--- src/rtl/vga_timing_pkg.sv ---
// Shared VGA timing constants and the sync-monitor state type.
// Used by the sync monitor, the display controller and benches.
package vga_timing_pkg;

    localparam int CORDW       = 10;
    localparam int H_TOTAL     = 800;
    localparam int V_TOTAL     = 525;
    localparam int LOCK_FRAMES = 2;

    typedef enum logic [1:0] {
        SEARCH = 2'd0,
        ALIGN  = 2'd1,
        LOCKED = 2'd2
    } sync_state_t;

endpackage

--- src/rtl/sync_edge_det.sv ---
// Falling-edge detector for an active-low sync, sampled only on enable cycles.
// fall_o is combinational from the enable cycle; the sample register resets high.
module sync_edge_det (
    input  logic clk_i,
    input  logic rst_n_i,
    input  logic en_i,
    input  logic sig_i,
    output logic fall_o
);

    logic sig_q;
    logic sig_d;

    always_comb begin
        sig_d = en_i ? sig_i : sig_q;
    end

    always_ff @(posedge clk_i or negedge rst_n_i) begin
        if (!rst_n_i) begin
            sig_q <= 1'b1;
        end else begin
            sig_q <= sig_d;
        end
    end

    assign fall_o = en_i & sig_q & ~sig_i;

endmodule

--- src/rtl/vga_sync_monitor.sv ---
// Recovers pixel/line position from incoming VGA syncs, measures line/frame size
// and locks after LOCK_FRAMES consecutive frames matching H_TOTAL x V_TOTAL.
module vga_sync_monitor #(
    parameter int CORDW       = vga_timing_pkg::CORDW,
    parameter int H_TOTAL     = vga_timing_pkg::H_TOTAL,
    parameter int V_TOTAL     = vga_timing_pkg::V_TOTAL,
    parameter int LOCK_FRAMES = vga_timing_pkg::LOCK_FRAMES
) (
    input  logic             Clk,
    input  logic             Reset_n,
    input  logic             pix_en,
    input  logic             hSync,
    input  logic             vSync,
    output logic [CORDW-1:0] rx_hc,
    output logic [CORDW-1:0] rx_vc,
    output logic [CORDW-1:0] line_len,
    output logic [CORDW-1:0] frame_lines,
    output logic             locked,
    output logic             frame_done,
    output logic             line_err,
    output logic             frame_err,
    output logic             timeout
);

    import vga_timing_pkg::*;

    localparam int GW = (LOCK_FRAMES < 2) ? 1 : $clog2(LOCK_FRAMES + 1);
    localparam logic [CORDW-1:0] CMAX = '1;

    logic hfall;
    logic vfall;

    sync_edge_det u_hs_det (
        .clk_i   (Clk),
        .rst_n_i (Reset_n),
        .en_i    (pix_en),
        .sig_i   (hSync),
        .fall_o  (hfall)
    );

    sync_edge_det u_vs_det (
        .clk_i   (Clk),
        .rst_n_i (Reset_n),
        .en_i    (pix_en),
        .sig_i   (vSync),
        .fall_o  (vfall)
    );

    sync_state_t      state_q, state_d;
    logic [GW-1:0]    good_cnt_q, good_cnt_d;
    logic [CORDW-1:0] rx_hc_q, rx_hc_d;
    logic [CORDW-1:0] rx_vc_q, rx_vc_d;
    logic [CORDW-1:0] line_len_q, line_len_d;
    logic [CORDW-1:0] frame_lines_q, frame_lines_d;
    logic             locked_q, locked_d;
    logic             frame_done_q, frame_done_d;
    logic             line_err_q, line_err_d;
    logic             frame_err_q, frame_err_d;
    logic             timeout_q, timeout_d;
    logic             seen_h_q, seen_h_d;
    logic             to_armed_q, to_armed_d;
    logic             ferr_q, ferr_d;

    logic [CORDW:0]   hc_plus1;
    logic [CORDW:0]   vc_sum;
    logic [CORDW-1:0] hc_inc_sat;
    logic [CORDW-1:0] vc_inc_sat;
    logic [GW:0]      good_inc;
    logic             checking;

    // Measurement datapath; every update below already implies pix_en.
    always_comb begin
        hc_plus1   = {1'b0, rx_hc_q} + (CORDW+1)'(1);
        vc_sum     = {1'b0, rx_vc_q} + (CORDW+1)'(hfall);
        hc_inc_sat = (rx_hc_q == CMAX) ? CMAX : rx_hc_q + CORDW'(1);
        vc_inc_sat = (rx_vc_q == CMAX) ? CMAX : rx_vc_q + CORDW'(1);
        checking   = (state_q != SEARCH);

        line_err_d   = hfall & seen_h_q & checking & (hc_plus1 != (CORDW+1)'(H_TOTAL));
        frame_err_d  = vfall & checking & (vc_sum != (CORDW+1)'(V_TOTAL));
        frame_done_d = vfall;
        timeout_d    = pix_en & ~hfall & to_armed_q & (hc_inc_sat == CMAX);

        rx_hc_d       = rx_hc_q;
        rx_vc_d       = rx_vc_q;
        line_len_d    = line_len_q;
        frame_lines_d = frame_lines_q;

        if (pix_en) begin
            rx_hc_d = hfall ? '0 : hc_inc_sat;
        end
        if (hfall) begin
            line_len_d = hc_plus1[CORDW] ? CMAX : hc_plus1[CORDW-1:0];
        end
        if (vfall) begin
            rx_vc_d       = '0;
            frame_lines_d = vc_sum[CORDW] ? CMAX : vc_sum[CORDW-1:0];
        end else if (hfall) begin
            rx_vc_d = vc_inc_sat;
        end

        // A line is only judged once a full line has been observed since reset/timeout.
        seen_h_d = seen_h_q;
        if (timeout_d) begin
            seen_h_d = 1'b0;
        end else if (hfall) begin
            seen_h_d = 1'b1;
        end

        to_armed_d = to_armed_q;
        if (hfall) begin
            to_armed_d = 1'b1;
        end else if (timeout_d) begin
            to_armed_d = 1'b0;
        end
    end

    // Lock FSM: ferr_q remembers any bad line seen within the current frame.
    always_comb begin
        state_d    = state_q;
        good_cnt_d = good_cnt_q;
        good_inc   = {1'b0, good_cnt_q} + (GW+1)'(1);
        ferr_d     = ferr_q | line_err_d;
        if (vfall) begin
            ferr_d = 1'b0;
        end

        if (timeout_d) begin
            state_d    = SEARCH;
            good_cnt_d = '0;
            ferr_d     = 1'b0;
        end else begin
            case (state_q)
                SEARCH: begin
                    if (vfall) begin
                        state_d    = ALIGN;
                        good_cnt_d = '0;
                    end
                end
                ALIGN: begin
                    if (vfall) begin
                        if (ferr_q || line_err_d || frame_err_d) begin
                            good_cnt_d = '0;
                        end else begin
                            good_cnt_d = good_inc[GW-1:0];
                            if (good_inc >= (GW+1)'(LOCK_FRAMES)) begin
                                state_d = LOCKED;
                            end
                        end
                    end
                end
                LOCKED: begin
                    if (line_err_d || frame_err_d) begin
                        state_d    = ALIGN;
                        good_cnt_d = '0;
                    end
                end
                default: begin
                    state_d    = SEARCH;
                    good_cnt_d = '0;
                end
            endcase
        end

        locked_d = (state_d == LOCKED);
    end

    always_ff @(posedge Clk or negedge Reset_n) begin
        if (!Reset_n) begin
            state_q       <= SEARCH;
            good_cnt_q    <= '0;
            rx_hc_q       <= '0;
            rx_vc_q       <= '0;
            line_len_q    <= '0;
            frame_lines_q <= '0;
            locked_q      <= 1'b0;
            frame_done_q  <= 1'b0;
            line_err_q    <= 1'b0;
            frame_err_q   <= 1'b0;
            timeout_q     <= 1'b0;
            seen_h_q      <= 1'b0;
            to_armed_q    <= 1'b1;
            ferr_q        <= 1'b0;
        end else begin
            state_q       <= state_d;
            good_cnt_q    <= good_cnt_d;
            rx_hc_q       <= rx_hc_d;
            rx_vc_q       <= rx_vc_d;
            line_len_q    <= line_len_d;
            frame_lines_q <= frame_lines_d;
            locked_q      <= locked_d;
            frame_done_q  <= frame_done_d;
            line_err_q    <= line_err_d;
            frame_err_q   <= frame_err_d;
            timeout_q     <= timeout_d;
            seen_h_q      <= seen_h_d;
            to_armed_q    <= to_armed_d;
            ferr_q        <= ferr_d;
        end
    end

    assign rx_hc       = rx_hc_q;
    assign rx_vc       = rx_vc_q;
    assign line_len    = line_len_q;
    assign frame_lines = frame_lines_q;
    assign locked      = locked_q;
    assign frame_done  = frame_done_q;
    assign line_err    = line_err_q;
    assign frame_err   = frame_err_q;
    assign timeout     = timeout_q;

endmodule

--- config.mk ---
export PLATFORM = sky130hd
export DESIGN_NAME = vga_sync_monitor
export DESIGN_NICKNAME = d
export VERILOG_FILES = /design/src/rtl/vga_timing_pkg.sv /design/src/rtl/sync_edge_det.sv /design/src/rtl/vga_sync_monitor.sv
export SDC_FILE = /design/constraint.sdc
export NUM_CORES = 1
export LEC_CHECK = 0
export BUFFER_PORTS_ARGS = -buffer_cell sky130_fd_sc_hd__buf_4
export CAP_MARGIN = 25
export CELL_PAD_IN_SITES_DETAIL_PLACEMENT = 0
export CELL_PAD_IN_SITES_GLOBAL_PLACEMENT = 1
export CORE_ASPECT_RATIO = 0.8
export CORE_MARGIN = 5
export CORE_UTILIZATION = 43
export DETAILED_ROUTE_END_ITERATION = 8
export PLACE_DENSITY = 0.81
export SKIP_CTS_REPAIR_TIMING = 1
export SKIP_LAST_GASP = 1
export SYNTH_ARGS = -nofsm -noshare
export SYNTH_HDL_FRONTEND = slang
export SYNTH_SLANG_ARGS = --single-unit
export TNS_END_PERCENT = 50
--- constraint.sdc ---
create_clock -name Clk -period 9.45 [get_ports Clk]
set_input_delay 2.835 -clock Clk [delete_from_list [all_inputs] [get_ports Clk]]
set_output_delay 2.835 -clock Clk [all_outputs]
set_load 0.01 [all_outputs]
==> qor_table.md, run 1 <==
| Result | Reported |
|:---|:---|
| Post-route standard cell area excluding fillers | 3490 sq um |
| Overall routed net length | 7.21 mm |
| Path type of the worst min-delay path | flop to flop |
| Io pins | 50 |
| Wire length of the first global-routing pass | 12.2 mm |
| DRT Pass-1 Iters | 5 |
| GRT Overall Usage | 17.4% |
| Worst-path maximum fanout | 20 |
| Cell type contributing the most total cell area after synthesis | sky130_fd_sc_hd__dfrtp_1 |
| Proportion of layout cells with a drive suffix above 1 | 21.8% |
| DRC Markers | 0 |
| Min-delay src | seen_h_q$_DFFE_PN0P_ |
| Buffers & Inverters on Critical Path | 2 |
| Finish-stage setup viols | 0 |
| Biggest area contributors in the synthesized netlist | sky130_fd_sc_hd__dfrtp_1, sky130_fd_sc_hd__nor2_1, sky130_fd_sc_hd__o21ai_0 |
| CTS root buffer | sky130_fd_sc_hd__clkbuf_8 |
| Routed wire length per instance | 16.0 microns |
| Final Hold Viols | 0 |
| Data required time at the worst endpoint | 9.63 ns |
| Worst hold slack | 0.480 ns |
| Average cell area after synthesis | 9.16 sq um |
| Worst-case headroom to the max-slew limit | 47.9% |
| Overall via count from detail_route | 2,500 |
| Leading cell type in the layout, fill and taps excluded | sky130_fd_sc_hd__dfrtp_1 |
| Fraction of registers with async set or reset after synthesis | 100% |
| Layout net count | 372 |
| Setup crit start kind | input port |
| Overflow left after global routing | 0 |
| Max-slew violation count | 0 |
| Total number of H-tree levels | 2 |
| Crit path max-delay cell type | sky130_fd_sc_hd__or2_2 |
| Die Span Y | 84.6 microns |
| Total power consumption of the routed design | 615 uW |
| Placed instance area | 3370 sq um |
| Peak Freq | 179 MHz |
| RSZ-0062 raised after global routing | false |
| Clock transition at the registers of the reported paths | 0.10 ns |
| Actual transition at the worst max-transition pin | 0.775 ns |
| Diodes inserted | 0 |
| Primary flip-flop cell chosen by synthesis mapping | sky130_fd_sc_hd__dfrtp_1 |
| Placer congestion estimate | 0.887 |
| Net count after synthesis | 337 |
| Static leakage | 0.00153 uW |
| Sequential area share after synthesis | 45.3% |
| Final Cycle Share | 59.2% |
| Number of buffers created by CTS | 5 |
| Critical Path Max Stage Delay | 0.45 ns |
| Nature of the critical path endpoint | flop |
| Later-pin clock latency in the skew report | 0.31 ns |
| Cells along the critical path | buf_4 > nand2b_1 > or2_2 > inv_1 > ha_1 > nand3_1 > or3_1 > a211o_1 > o211ai_2 > nand4b_1 > a32oi_1 > nor2_1 |
| Port Buf Inserts | 49 |
| Maximum number of pins on one net before global-route repair | 55 |
| Total met2 wirelength after detailed routing | 3.16 mm |
| Count of maximum capacitance violations | 0 |
| Length of routed wiring on met1 | 3.61 mm |
| Uppermost metal layer occupied by signal nets | met4 |
| Worst IR Drop VDD | 0.0923 mV |
| Critical path data arrival time | 5.78 ns |
| Initial standard-cell utilization of the core | 43.9% |
| Vias in the first global route | 2,383 |
| Die W | 103 microns |
| Antenna Nets Post-Route | 0 |
| Most frequent cells in the layout | sky130_fd_sc_hd__dfrtp_1, sky130_fd_sc_hd__buf_4, sky130_fd_sc_hd__nor2_1 |
| Yosys top cell area share | 42.6% |
| Per-cell via count in the routed design | 5.56 |
| Worst R2R Start | u_hs_det.sig_q$_DFFE_PN1P_ |
| Total core area | 6820 sq um |
| Overall die area | 8740 sq um |
| Setup CP Type | input port to flop |
| Number of rows in the core area | 27 |
| Minimum clock period | 5.59 ns |
| Post-detail-place hpwl | 5.16 mm |
| Number of antenna violations at the first check in global routing | 0 |
| Detail Route met3 WL | 380 microns |
| Total of warnings raised by yosys | 0 |
| Crit. Startpoint | hSync |
| Post-route clock skew | 0.0125 ns |
| Run status | finished, final reports clean |
| Total negative slack | 0 ns |
| Number of storage elements in the synthesis netlist | 54 |
| TritonCTS clock tree | built |
| Unique cell type count in the Yosys netlist | 61 |
| Number of enable flip-flop cells after synthesis | 0 |
| Violation count after the first detailed-route iteration | 248 |
| Number of buffers on the longest clock path | 2 |
| Number of sinks driven by the clock tree | 54 |
| Power per cell area | 176 nW/um^2 |
| Largest delay share family, worst path | simple AND/OR/NAND/NOR gates |
| Number of fill cells in the layout | 670 |
| Number of instances in the synthesized netlist | 327 |
| Mapped cell area | 2990 sq um |
| Area added between synthesis and finish | 16.4% |
[power breakdown]
part           leakage [uW]  switching (uW)  internal, uW  total [uW]
clock network     0.0000585            76.2          86.5         163
registers          0.000694            36.0           266         302
logic              0.000781            77.3          73.3         151
[area by class of cell]
| cell class | count | area (sq um) | area share (%) |
|---|---|---|---|
| sequential | 54 | 1360 | 38.9 |
| timing repair buffer | 49 | 368 | 10.6 |
| multi-input combinational | 234 | 1470 | 42.2 |
| clock buffer | 7 | 86.3 | 2.48 |
| clock inverter | 1 | 30.0 | 0.861 |
| tap | 87 | 109 | 3.12 |
| inverter | 18 | 67.6 | 1.94 |
[metrics by stage]
| stage | utilization (%) | setup slack, ns | std cells |
|---|---|---|---|
| 2_1_floorplan | - | 3.90 | 327 |
| 3_3_place_gp | 49.4 | 3.70 | 442 |
| 3_5_place_dp | 49.4 | 3.56 | 442 |
| 4_1_cts | 51.1 | 3.88 | 450 |
| 5_1_grt | 51.1 | 3.57 | 450 |
| 6_report | 51.1 | 3.86 | 450 |
[cells in the mapped netlist, drive strengths merged, types with 4 or more instances]
master	count
a21o	4
xor2	5
clkbuf	12
ha	5
buf	9
o21ai	23
a41oi	4
nor3	4
nor4	6
nand2	27
nand3	14
a21oi	15
and3	10
inv	17
dfrtp	51
xnor2	6
nand4	5
nor2	44
a31oi	11
[worst paths after layout]
kind | to | slack [ns] | cells past startpoint
setup / recovery | state_q[0]$_DFF_PN0_ | 3.86 | 12
hold reg to reg | seen_h_q$_DFFE_PN0P_ | 0.48 | 1
hold / removal | seen_h_q$_DFFE_PN0P_ | 0.48 | 1
max in group asynchronous | rx_vc[6]$_DFFE_PN0P_ | 6.43 | 1
min in group asynchronous | state_q[0]$_DFF_PN0_ | 2.55 | 1
setup reg to reg | state_q[0]$_DFF_PN0_ | 6.04 | 11
[sequential cells by signal, indices dropped and copies added (netlist names)]
signal,flops
line_err,1
to_armed_q,1
state_q,2
timeout,1
locked,1
u_vs_det.sig_q,1
good_cnt_q,2
ferr_q,1
rx_vc,10
rx_hc,10
frame_done,1
u_hs_det.sig_q,1
seen_h_q,1
frame_err,1
line_len,10
frame_lines,10
[cells by family after synthesis]
logic type	share of synthesized area, %
AOI/OAI and AO/OA	18.7
xor gates and xnor gates	3.47
adders and majority gates	2.09
buffers and inverters	5.64
DFF	45.3
muxes	1.80
and+or+nand+nor	23.0
[worst reg2reg max path, stage by stage, from the launching register on]
cell	delay (ns)
sky130_fd_sc_hd__dfstp_2	0.54
sky130_fd_sc_hd__nand2b_1	0.09
sky130_fd_sc_hd__or2_2	0.45
sky130_fd_sc_hd__inv_1	0.43
sky130_fd_sc_hd__ha_1	0.34
sky130_fd_sc_hd__nand3_1	0.14
sky130_fd_sc_hd__or3_1	0.38
sky130_fd_sc_hd__a211o_1	0.34
sky130_fd_sc_hd__o211ai_2	0.11
sky130_fd_sc_hd__nand4b_1	0.16
sky130_fd_sc_hd__a32oi_1	0.25
sky130_fd_sc_hd__nor2_1	0.06
[layer usage]
metal / track usage, % / vias up
met1: 26.6 / 1169
met5: 0 / -
li1: - / 1244
met2: 25.2 / 83
met4: 4.12 / 0
met3: 3.57 / 4
Note: power is estimated with default switching activity, not from simulation.
==> run 2, diff against run 1 <==
--- a/config.mk
+++ b/config.mk
@@ -11,9 +11,9 @@
 export CELL_PAD_IN_SITES_GLOBAL_PLACEMENT = 1
 export CORE_ASPECT_RATIO = 0.8
 export CORE_MARGIN = 5
-export CORE_UTILIZATION = 43
+export CORE_UTILIZATION = 38
 export DETAILED_ROUTE_END_ITERATION = 8
-export PLACE_DENSITY = 0.81
+export PLACE_DENSITY = 0.76
 export SKIP_CTS_REPAIR_TIMING = 1
 export SKIP_LAST_GASP = 1
 export SYNTH_ARGS = -nofsm -noshare
==> constraint.sdc (replaced) <==
create_clock -name Clk -period 5 [get_ports Clk]
set_input_delay 1.5 -clock Clk [delete_from_list [all_inputs] [get_ports Clk]]
set_output_delay 1.5 -clock Clk [all_outputs]
set_load 0.01 [all_outputs]
==> run 2 against run 1 <==
Effect of this change:
- setup slack got worse by 2.7 ns
- hold slack improved by 0.0027 ns
- critical path type unchanged
- die area is 12% higher
- largest cell class unchanged
==> qor_table.md, run 2 (synthesis results as in run 1) <==
| Result | Reported | Change |
|:---|:---|:---|
| Die W | 109 microns | +5.8% |
| Total core area | 7800 sq um | +14% |
| GRT Overall Usage | 15.9% | -1.6 points |
| Data required time at the worst endpoint | 5.18 ns | -4.45 ns |
| Minimum clock period | 3.89 ns |  |
| Diodes inserted | 0 | unchanged |
| Total negative slack | 0 ns | unchanged |
| Final Cycle Share | 77.8% |  |
| Peak Freq | 257 MHz |  |
| TritonCTS clock tree | built |  |
| Overall die area | 9770 sq um | +12% |
| Finish-stage setup viols | 0 | unchanged |
| Wire length of the first global-routing pass | 12.2 mm | +0.17% |
| Nature of the critical path endpoint | flop |  |
| Number of rows in the core area | 29 | +7.4% |
| Critical path data arrival time | 4.07 ns | -1.71 ns |
| Setup crit start kind | input port |  |
| Buffers & Inverters on Critical Path | 4 | +2 |
| Die Span Y | 89.4 microns | +5.6% |
| Total number of H-tree levels | 2 | unchanged |
| Per-cell via count in the routed design | 5.37 | -3.3% |
| DRT Pass-1 Iters | 4 | -1 |
| Routed wire length per instance | 15.7 microns | -1.9% |
| Area added between synthesis and finish | 18.4% |  |
| Placed instance area | 3400 sq um | +1.0% |
| Worst-path maximum fanout | 20 | unchanged |
| Post-route clock skew | 0.0116 ns | -0.000829 ns |
| Number of buffers on the longest clock path | 2 | unchanged |
| Crit path max-delay cell type | sky130_fd_sc_hd__or2_2 |  |
| Layout net count | 373 | +0.27% |
| Worst IR Drop VDD | 0.161 mV | +75% |
| Vias in the first global route | 2,446 | +2.6% |
| Port Buf Inserts | 49 | unchanged |
| Max-slew violation count | 0 | unchanged |
| Leading cell type in the layout, fill and taps excluded | sky130_fd_sc_hd__dfrtp_1 |  |
| Clock transition at the registers of the reported paths | 0.10 ns | about the same |
| Static leakage | 0.00155 uW | +1.2% |
| Io pins | 50 | unchanged |
| Number of buffers created by CTS | 5 | unchanged |
| Antenna Nets Post-Route | 0 | unchanged |
| Later-pin clock latency in the skew report | 0.31 ns | about the same |
| Post-detail-place hpwl | 5.26 mm | +2.0% |
| Overall via count from detail_route | 2,536 | +1.4% |
| DRC Markers | 0 | unchanged |
| Power per cell area | 342 nW/um^2 | +94% |
| CTS root buffer | sky130_fd_sc_hd__clkbuf_8 |  |
| Initial standard-cell utilization of the core | 38.4% | -5.5 points |
| RSZ-0062 raised after global routing | false |  |
| Violation count after the first detailed-route iteration | 298 | +20% |
| Proportion of layout cells with a drive suffix above 1 | 22.3% | +0.49 points |
| Critical Path Max Stage Delay | 0.47 ns | +0.02 ns |
| Count of maximum capacitance violations | 0 | unchanged |
| Maximum number of pins on one net before global-route repair | 55 | unchanged |
| Number of antenna violations at the first check in global routing | 0 | unchanged |
| Worst-case headroom to the max-slew limit | 42.6% | -5.3 points |
| Run status | finished, final reports clean |  |
| Largest delay share family, worst path | simple AND/OR/NAND/NOR gates |  |
| Path type of the worst min-delay path | flop to flop |  |
| Overall routed net length | 7.42 mm | +2.9% |
| Overflow left after global routing | 0 | unchanged |
| Most frequent cells in the layout | sky130_fd_sc_hd__dfrtp_1, sky130_fd_sc_hd__buf_4, sky130_fd_sc_hd__nor2_1 |  |
| Setup CP Type | input port to flop |  |
| Actual transition at the worst max-transition pin | 0.854 ns | +0.0790 ns |
| Final Hold Viols | 0 | unchanged |
| Cells along the critical path | buf_4 > inv_1 > or2_2 > inv_1 > buf_4 > ha_1 > and4b_1 > a211oi_1 > a211o_1 > o211ai_2 > nand4b_1 > a32oi_1 > nor2_1 |  |
| Post-route standard cell area excluding fillers | 3550 sq um | +1.7% |
| Number of sinks driven by the clock tree | 54 | unchanged |
| Placer congestion estimate | 0.875 | -1.4% |
## run 2: cell count changes in the layout (fill, tap and decap cells not counted), sizes merged
| cell | delta |
|---|---|
| buf | +1 |
| bufinv | +1 |
| clkbuf | -1 |
## run 2: cell type report
class                   count  area [sq um]
fillers                   771          4260
repair buffers             50           375
clock buffers               6          82.6
flip-flops and latches     54          1360
multi-input cells         234          1470
well taps                 108           135
clock inverters             2          60.1
inverters                  18          67.6
## run 2: final timing paths
check,startpoint,to,slack (ns),depth (start not counted)
max in group asynchronous,Reset_n,line_err$_DFF_PN0_,3.31,1
min in group asynchronous,Reset_n,rx_hc[6]$_DFFE_PN0P_,1.22,1
worst max register to register,u_hs_det.sig_q$_DFFE_PN1P_,state_q[0]$_DFF_PN0_,1.97,12
worst min register to register,seen_h_q$_DFFE_PN0P_,seen_h_q$_DFFE_PN0P_,0.48,1
worst min-delay path,seen_h_q$_DFFE_PN0P_,seen_h_q$_DFFE_PN0P_,0.48,1
worst max-delay path,pix_en,state_q[0]$_DFF_PN0_,1.11,13
## run 2: power breakdown
part	total, uW	leakage, uW	switching (uW)	internal [uW]
logic	283	0.000786	144	138
registers	572	0.000694	69.3	502
clock network	359	0.0000714	145	214
total	1210	0.00155	358	855
## run 2: metrics by stage
stage               cells  utilization [%]  hold WS (ns)  total power, uW  worst slack [ns]
floorplan             327                -         0.443              735             0.781
global placement      464             43.6         0.455              862             0.937
detailed placement    464             43.6         0.460              865             0.799
CTS                   472             45.5         0.484             1230              1.14
global route          472             45.5         0.522             1290             0.957
finish                472             45.5         0.483             1210              1.11
## run 2: per-layer routing
metal / share of wire, % / GRT usage [%]
met1: 51 / 23.4
met2: 44 / 24.3
met3: 4.7 / 2.74
met4: 0.26 / 3.74
met5: 0 / 0
==> run 3, diff against run 2 <==
==> constraint.sdc (replaced) <==
create_clock -name Clk -period 3.5 [get_ports Clk]
set_input_delay 1.05 -clock Clk [delete_from_list [all_inputs] [get_ports Clk]]
set_output_delay 1.05 -clock Clk [all_outputs]
set_load 0.01 [all_outputs]
==> run 3 against run 2 <==
Effect of this change:
- global-route usage increased by 0.56 points
- core utilization up 0.71 points
- hold slack improved by 0.0075 ns
- clock skew up 0.00057 ns
- sequential cell count stayed put
- clock power is 44% higher
- sequential share of layout area down 0.58 points
- first-iteration DRC count is 40% lower
- via count increased by 2.2%
- sequential power up 43%
- clock-buffer cell count stayed put
- combinational power is 46% higher
- critical path type unchanged
- critical endpoint unchanged
==> qor_table.md, run 3 (synthesis results as in run 1) <==
| Result | Reported | Change |
|:---|:---|:---|
| Final Cycle Share | 88.8% |  |
| Number of rows in the core area | 29 | unchanged |
| Number of buffers created by CTS | 5 | unchanged |
| Worst-case register-to-register setup slack | 0.79 ns | -1.18 ns |
| Initial standard-cell utilization of the core | 38.4% | unchanged |
| Violation count after the first detailed-route iteration | 179 | -40% |
| Antenna Nets Post-Route | 0 | unchanged |
| Largest delay share family, worst path | simple AND/OR/NAND/NOR gates |  |
| Total negative slack | 0 ns | unchanged |
| Number of sinks driven by the clock tree | 54 | unchanged |
| TritonCTS clock tree | built |  |
| End of the worst register-to-register path | good_cnt_q[0]$_DFFE_PN0P_ |  |
| RSZ-0062 raised after global routing | false |  |
| Maximum number of pins on one net before global-route repair | 55 | unchanged |
| Number of antenna violations at the first check in global routing | 0 | unchanged |
| Clock transition at the registers of the reported paths | 0.10 ns | about the same |
| Layout net count | 380 | +1.9% |
| Critical Path Max Stage Delay | 0.37 ns | -0.10 ns |
| Overflow left after global routing | 0 | unchanged |
| Port Buf Inserts | 49 | unchanged |
| Actual transition at the worst max-transition pin | 0.705 ns | -0.148 ns |
| Final critical-path setup slack | 0.392 ns | -0.720 ns |
| Path type of the worst min-delay path | flop to flop |  |
| R2R depth | 8 | -4 |
| Placer congestion estimate | 0.913 | +4.4% |
| Max-slew violation count | 0 | unchanged |
| GRT Overall Usage | 16.4% | +0.56 points |
| Proportion of layout cells with a drive suffix above 1 | 24.3% | +2.0 points |
| Min-Delay Endpoint | seen_h_q$_DFFE_PN0P_ |  |
| Data required time at the worst endpoint | 3.68 ns | -1.50 ns |
| Count of maximum capacitance violations | 0 | unchanged |
| Peak Freq | 322 MHz |  |
| Overall routed net length | 7.67 mm | +3.5% |
| Die W | 109 microns | unchanged |
| Crit. Startpoint | hSync |  |
| Worst-case headroom to the max-slew limit | 53.0% | +10 points |
| Number of buffers on the longest clock path | 2 | unchanged |
| Pre-CTS worst setup slack | 0.0459 ns | -0.753 ns |
| Minimum clock period | 3.11 ns |  |
| Most frequent cells in the layout | sky130_fd_sc_hd__buf_4, sky130_fd_sc_hd__dfrtp_1, sky130_fd_sc_hd__nor2_1 |  |
| Static leakage | 0.00158 uW | +1.9% |
| DRC Markers | 0 | unchanged |
| Setup CP Type | input port to flop |  |
| Final Hold Viols | 0 | unchanged |
| Routed wire length per instance | 16.0 microns | +2.0% |
| Run status | finished, final reports clean |  |
| Cells along the critical path | buf_4 > nand2b_1 > or2_2 > inv_2 > ha_2 > nand3_1 > or3_1 > a211o_1 > o211ai_2 > nand4b_1 > a32oi_1 > nor2_1 |  |
| Power per cell area | 485 nW/um^2 | +42% |
| Die Span Y | 89.4 microns | unchanged |
| Finish-stage setup viols | 0 | unchanged |
| Worst R2R Start | rx_hc[0]$_DFFE_PN0P_ |  |
| Diodes inserted | 0 | unchanged |
| Post-route clock skew | 0.0122 ns | +0.000573 ns |
| Leading cell type in the layout, fill and taps excluded | sky130_fd_sc_hd__buf_4 |  |
| Buffers & Inverters on Critical Path | 2 | -2 |
| Worst-path maximum fanout | 6 | -70% |
| Min-delay src | seen_h_q$_DFFE_PN0P_ |  |
| Area added between synthesis and finish | 20.3% |  |
| DRT Pass-1 Iters | 5 | +1 |
| Utilization after layout | 46.2% | +0.71 points |
| Total core area | 7800 sq um | unchanged |
| Worst IR Drop VDD | 0.219 mV | +36% |
| Io pins | 50 | unchanged |
| Hold Path Depth | 1 | unchanged |
| Total number of H-tree levels | 2 | unchanged |
| Per-cell via count in the routed design | 5.41 | +0.68% |
| Wire length of the first global-routing pass | 12.5 mm | +2.6% |
| Overall die area | 9770 sq um | unchanged |
| Crit path max-delay cell type | sky130_fd_sc_hd__or3_1 |  |
| Critical path data arrival time | 3.29 ns | -0.78 ns |
| Vias in the first global route | 2,360 | -3.5% |
| CTS root buffer | sky130_fd_sc_hd__clkbuf_8 |  |
| Setup crit start kind | input port |  |
| Nature of the critical path endpoint | flop |  |
| Later-pin clock latency in the skew report | 0.31 ns | about the same |
| Post-detail-place hpwl | 5.39 mm | +2.4% |
| Overall via count from detail_route | 2,591 | +2.2% |
## run 3: cell type report
type,instances,area (sq um)
Inverter,18,67.6
Sequential cell,54,1360
Multi-Input combinational cell,234,1470
Fill cell,769,4200
Timing Repair Buffer,57,428
Tap cell,108,135
Clock buffer,6,82.6
Clock inverter,2,60.1
## run 3: stage by stage
step / power, uW / cell area [sq um] / instances / hold slack, ns
2_1_floorplan: 1050 / 3000 / 327 / 0.443
3_3_place_gp: 1240 / 3460 / 471 / 0.463
3_5_place_dp: 1250 / 3460 / 471 / 0.469
4_1_cts: 1770 / 3600 / 479 / 0.493
5_1_grt: 1860 / 3600 / 479 / 0.522
6_report: 1740 / 3600 / 479 / 0.491
## run 3: how the worst max path moves through the flow
stage / end / slack, ns / cells past startpoint
6_report: state_q[0]$_DFF_PN0_ / 0.39 / 12
5_1_grt: good_cnt_q[0]$_DFFE_PN0P_ / 0.25 / 12
4_1_cts: state_q[0]$_DFF_PN0_ / 0.38 / 12
3_5_place_dp: state_q[0]$_DFF_PN0_ / 0.05 / 12
3_3_place_gp: state_q[0]$_DFF_PN0_ / 0.10 / 12
2_1_floorplan: state_q[0]$_DFF_PN0_ / 0.02 / 13
## run 3: metal layers
metal  global-route usage (%)  wire length [microns]
met5                        0                      0
met4                     3.40                     40
met1                     24.9                   3740
met3                     3.83                    544
met2                     23.8                   3350
## run 3: where the power goes
part	internal, uW	total, uW	switching, uW
Sequential	718	816	98.3
Clock	305	516	211
Combinational	204	413	209
Total	1230	1740	518
